## config.mk

```make
export PLATFORM = sky130hd
export DESIGN_NAME = imdct_seq
export DESIGN_NICKNAME = d
export VERILOG_FILES = /design/src/rtl/imdct_pkg.sv /design/src/rtl/imdct_wdog.sv /design/src/rtl/imdct_seq.sv
export SDC_FILE = /design/constraint.sdc
export NUM_CORES = 1
export LEC_CHECK = 0
export BUFFER_PORTS_ARGS = -buffer_cell sky130_fd_sc_hd__buf_2
export CAP_MARGIN = 20
export CORE_MARGIN = 4
export CORE_UTILIZATION = 35
export CTS_BUF_LIST = sky130_fd_sc_hd__clkbuf_4
export DETAILED_ROUTE_END_ITERATION = 8
export GPL_TIMING_DRIVEN = 0
export MAX_ROUTING_LAYER = met4
export SLEW_MARGIN = 10
export SYNTH_ARGS = -nofsm -noshare
export SYNTH_HDL_FRONTEND = slang
export SYNTH_HIERARCHICAL = 1
export SYNTH_SLANG_ARGS = --single-unit
```

## constraint.sdc

```tcl
create_clock -name clk -period 2.7 [get_ports clk]
set_clock_uncertainty 0.2 [all_clocks]
set_input_delay 0.54 -clock clk [delete_from_list [all_inputs] [get_ports clk]]
set_output_delay 0.54 -clock clk [all_outputs]
set_load 0.005 [all_outputs]
```

## src/rtl/imdct_pkg.sv

```systemverilog
// Shared types and constants for the IMDCT job sequencer.
package imdct_pkg;

   typedef enum logic [2:0] {
      IDLE,
      PRE_GO,
      PRE_WAIT,
      FFT_GO,
      FFT_WAIT,
      POST_GO,
      POST_WAIT,
      FIN
   } seq_state_t;

   localparam logic MODE_PRE  = 1'b0;
   localparam logic MODE_POST = 1'b1;

   localparam logic RAM_IMDCT = 1'b0;
   localparam logic RAM_FFT   = 1'b1;

   // States that launch an engine pass
   function automatic logic is_go(input seq_state_t s);
      return (s == PRE_GO) || (s == FFT_GO) || (s == POST_GO);
   endfunction

   // States that wait on an engine done pulse
   function automatic logic is_wait(input seq_state_t s);
      return (s == PRE_WAIT) || (s == FFT_WAIT) || (s == POST_WAIT);
   endfunction

endpackage

```

## src/rtl/imdct_wdog.sv

```systemverilog
// Per-phase watchdog: saturating counter, expired once it holds all-ones.
module imdct_wdog #(
   parameter int unsigned TO_W = 12
) (
   input  logic clk,
   input  logic rst_n,
   input  logic clr,
   input  logic en,
   output logic expired
);

   localparam logic [TO_W-1:0] CNT_MAX  = '1;
   localparam logic [TO_W-1:0] CNT_LAST = CNT_MAX - TO_W'(1);

   logic [TO_W-1:0] cnt;

   // Count wait cycles; expired tracks cnt == all-ones as a register
   always_ff @(posedge clk or negedge rst_n) begin
      if (!rst_n) begin
         cnt     <= '0;
         expired <= 1'b0;
      end else if (clr) begin
         cnt     <= '0;
         expired <= 1'b0;
      end else if (en && (cnt != CNT_MAX)) begin
         cnt     <= cnt + TO_W'(1);
         expired <= (cnt == CNT_LAST);
      end
   end

endmodule

```

## src/rtl/imdct_seq.sv

```systemverilog
// IMDCT job sequencer: pre-twiddle, FFT handoff, post-twiddle, with watchdog.
module imdct_seq #(
   parameter int unsigned TO_W = 12
) (
   input  logic       clk,
   input  logic       rst_n,
   input  logic       job_valid,
   output logic       job_ready,
   input  logic       job_tabidx,
   input  logic [4:0] job_es,
   output logic       imdct_start,
   output logic       imdct_mode,
   output logic       imdct_tabidx,
   output logic [4:0] imdct_es,
   input  logic       imdct_done,
   output logic       fft_start,
   input  logic       fft_done,
   output logic       ram_sel,
   output logic       busy,
   output logic       job_done,
   output logic       err,
   input  logic       err_clr
);

   import imdct_pkg::*;

   seq_state_t state, state_n;
   logic       timeout_c, accept_c, wd_clr_c, wd_en_c, wd_expired;
   logic       ready_n, busy_n, istart_n, fstart_n, ram_n, jdone_n, mode_n, err_n;

   // Watchdog restarts in each GO state and runs through the following wait
   assign wd_clr_c = is_go(state);
   assign wd_en_c  = is_wait(state);

   imdct_wdog #(.TO_W(TO_W)) u_wdog (
      .clk     (clk),
      .rst_n   (rst_n),
      .clr     (wd_clr_c),
      .en      (wd_en_c),
      .expired (wd_expired)
   );

   // Next state and next registered output values; a done pulse beats expiry
   always_comb begin
      state_n   = state;
      timeout_c = 1'b0;
      case (state)
         IDLE:      if (job_valid) state_n = PRE_GO;
         PRE_GO:    state_n = PRE_WAIT;
         PRE_WAIT: begin
            if (imdct_done)      state_n = FFT_GO;
            else if (wd_expired) begin state_n = IDLE; timeout_c = 1'b1; end
         end
         FFT_GO:    state_n = FFT_WAIT;
         FFT_WAIT: begin
            if (fft_done)        state_n = POST_GO;
            else if (wd_expired) begin state_n = IDLE; timeout_c = 1'b1; end
         end
         POST_GO:   state_n = POST_WAIT;
         POST_WAIT: begin
            if (imdct_done)      state_n = FIN;
            else if (wd_expired) begin state_n = IDLE; timeout_c = 1'b1; end
         end
         FIN:       state_n = IDLE;
         default:   state_n = IDLE;
      endcase

      accept_c = (state == IDLE) && job_valid;
      ready_n  = (state_n == IDLE);
      busy_n   = (state_n != IDLE);
      istart_n = (state_n == PRE_GO) || (state_n == POST_GO);
      fstart_n = (state_n == FFT_GO);
      ram_n    = ((state_n == FFT_GO) || (state_n == FFT_WAIT)) ? RAM_FFT : RAM_IMDCT;
      jdone_n  = (state_n == FIN);

      mode_n = imdct_mode;
      if (state_n == PRE_GO)       mode_n = MODE_PRE;
      else if (state_n == POST_GO) mode_n = MODE_POST;

      err_n = err;
      if (timeout_c)    err_n = 1'b1;
      else if (err_clr) err_n = 1'b0;
   end

   // State register and Moore outputs
   always_ff @(posedge clk or negedge rst_n) begin
      if (!rst_n) begin
         state       <= IDLE;
         job_ready   <= 1'b1;
         busy        <= 1'b0;
         imdct_start <= 1'b0;
         fft_start   <= 1'b0;
         ram_sel     <= RAM_IMDCT;
         job_done    <= 1'b0;
         imdct_mode  <= MODE_PRE;
         err         <= 1'b0;
      end else begin
         state       <= state_n;
         job_ready   <= ready_n;
         busy        <= busy_n;
         imdct_start <= istart_n;
         fft_start   <= fstart_n;
         ram_sel     <= ram_n;
         job_done    <= jdone_n;
         imdct_mode  <= mode_n;
         err         <= err_n;
      end
   end

   // Job parameters held from accept until the next accept
   always_ff @(posedge clk or negedge rst_n) begin
      if (!rst_n) begin
         imdct_es     <= 5'd0;
         imdct_tabidx <= 1'b0;
      end else if (accept_c) begin
         imdct_es     <= job_es;
         imdct_tabidx <= job_tabidx;
      end
   end

endmodule

```

==> reports/metrics.csv <==
metric,value,unit
swShare,0.3734,
muxShareOfSynthArea,0.05150,
cap_violations,0,
crit_top_cell,a21oi_1,
max_freq,418.2,MHz
clockBufferDepth,2,
grt_pass1_wl,5.299,mm
synth_simple_gate_area_frac,0.2234,
avgViaCountPerCell,5.264,
place_congestion,0.7947,
worstMarginPinSlew,658.7,ps
cts_tree,done,
syn_avg_cell_area,10.46,um^2
synth_top_area_frac,0.4817,
portBuffers,25,
clk_root_buffer_cell,clkbuf_4,
critPathArrivalTime,2450,ps
ys_seq_area_frac,0.4992,
grt_start_max_net_pins,31,
synthCells,144,
post-cts-setup-buffer-count,0,
grt_pass1_vias,1134,
cts_buffers,5,
finalSetupViolations,0,
synth_top_family_by_area,simple AND/OR/NAND/NOR gates,
status,"finished, final reports clean",
nFillCells,407,
wire_per_inst,13.63,um
clk_latency,330,ps
die_x,73.61,um
synth-xor-area-share,0.01744,
synth_edf_count,0,
nNetsFinal,190,
cpPeakStageDelay,460,ps
clock-sinks,30,
cpMaxStageDelayCell,dfrtp_1,
die_h,73.61,um
rsz0062_at_grt,false,
use_met1,0.1645,
io_pins,26,
synth_nets,158,
synth_compound_area_frac,0.1412,
yosys_warnings,6,
largestRegisters,"u_wdog/cnt: 12 flops, imdct_es: 5 flops, state: 3 flops",
worstHoldPathType,input port to asynchronous set/reset pin,
synth_async_sr_flop_share,1.000,
maxSlewHeadroom,0.5609,
slew_viol_final,0,
critPathBufInv,2,
clk_pin_slew,100,ps
netlist_area,1506,um^2
area_delta_synth_final,16.03,%
fin_crit_sh,0.8857,
synthTopCellsByArea,"dfrtp_1 48%, mux2_2 4.5%, a21oi_1 4.3%, nand2_1 2.7%, nor3_1 2.7%",
cts_hold_buf,0,
placementRows,23,
p_seq_frac,0.420,
overflow,0,
drive_gt1_frac,0.2768,
hold_violations,0,
internal_power,971.0,uW
cp_top_family,simple AND/OR/NAND/NOR gates,
grt_use_met3,0.03967,
vdd_ir_drop_max,0.3964,mV
clock_power_share,0.167,
start_util,0.3686,
ctsResizeCount,0,
drt_iter0_drc,87,
synth_ff_type,dfrtp_1,
crit_path_start_kind,flop,
met2_usage,0.1969,
largest_register_ffs,12,
p_leak,0.7726,nW
powerDensity,886.5,nW/um^2
p_comb_frac,0.413,
ant_nets,0,
end_kind,flop,
synth_top_cell_by_area,dfrtp_1,
tns,0,ps
ys_ff_latch,30,
core-area,4086,um^2
cp.required,2760,ps
grt-busiest-layer,met2,
p_sw,578.6,uW
antenna_cells,0,
holdWs,22.74,ps
drc,0,
min_period,2391,ps
dieArea,5418,um^2
crit_chain,"buf_6, inv_1, a21oi_1, and3_1, nand2_2, or4_1, a21oi_1",
crit_type,flop to flop,
cp_max_fo,10,
largest_register,u_wdog/cnt,
first_pass_iters,4,
vias,1195,
synth.distinct_cells,44,
track_usage,0.1313,
hpwlAfterDp,2.192,mm
antenna_found_initial,0,
ff_latch_area,752.0,um^2
htree_levels,2,
wirelength,3.093,mm
yosys.area_share.adder,0.01661,
multiInputGateArea,678.2,um^2
==> synthesized netlist by cell type (3+ instances only) <==
master   number
dfrtp_1      29
or3_1         4
nor2b_1       3
o31ai_1       3
o21ai_0       7
nand2_1      11
nor2_1        8
inv_1         8
nor3_1        8
mux2_2        6
a21oi_1      13
==> logic make-up (layout without fill, tap and decap cells) <==
family	after synthesis	count (layout)
AO/OA/AOI/OAI	34	34
XOR/XNOR	3	3
adder cells (fa/ha/maj)	2	2
buffers and inverters	14	47
flip-flops	30	30
multiplexers	7	7
AND/OR/NAND/NOR	54	54
==> layout by cell type (no fill, tap or decap), drive strengths merged, types with 2 or more instances in the layout <==
master   n
o31ai    3
a211oi   2
and3     2
nor2     8
a21o     2
mux2     6
or4      2
o211ai   2
dfrtp   29
ha       2
a21oi   13
nor2b    3
nor3     8
or3      4
nand3    2
nand2   12
inv      8
xnor2    2
clkinv   2
buf     30
nand4    3
nor4b    2
clkbuf   6
o21ai    7
==> power groups by stage <==
stage,Clock (mW),Combinational [mW],Sequential [mW]
floorplan,0,0.438,0.668
global placement,0,0.629,0.657
detailed placement,0,0.646,0.664
CTS,0.269,0.648,0.654
global route,0.295,0.727,0.668
finish,0.259,0.639,0.652
==> per-stage QoR <==
step           utilization  total power, mW  std cells  cell area (um^2)  setup slack, ps
2_1_floorplan            -            1.106        144              1506            641.4
3_3_place_gp        0.4146            1.286        219              1694            427.6
3_5_place_dp        0.4146            1.310        219              1694            384.2
4_1_cts             0.4277            1.571        227              1748            355.8
5_1_grt             0.4277            1.689        227              1748            160.1
6_report            0.4277            1.550        227              1748            308.7
==> layout make-up <==
cell class	instances	share of cell area
buffer	6	0.02649
clock buffer	5	0.02147
timing repair buffer	25	0.07158
sequential	30	0.4302
multi-input combinational	100	0.3880
tap	50	0.03579
inverter	8	0.01718
clock inverter	3	0.009306
==> final timing paths <==
check,startpoint,slack [ps],cells past startpoint,endpoint
worst min-delay path,rst_n,20,1,imdct_es[0]
worst max register to register,state[1],310,7,u_wdog/cnt[11]
max in group asynchronous,rst_n,1840,1,u_wdog/cnt[2]
worst min register to register,imdct_es[1],310,1,imdct_es[1]
worst max-delay path,state[1],310,7,u_wdog/cnt[11]
min in group clk,err_clr,200,2,err
==> layer usage <==
metal  part of all wire  wire, um
met3              0.066       204
met4              0.014        43
met1               0.45      1385
met2               0.47      1460
met5                  0         0
No activity file was read; power rests on OpenSTA's default activity.
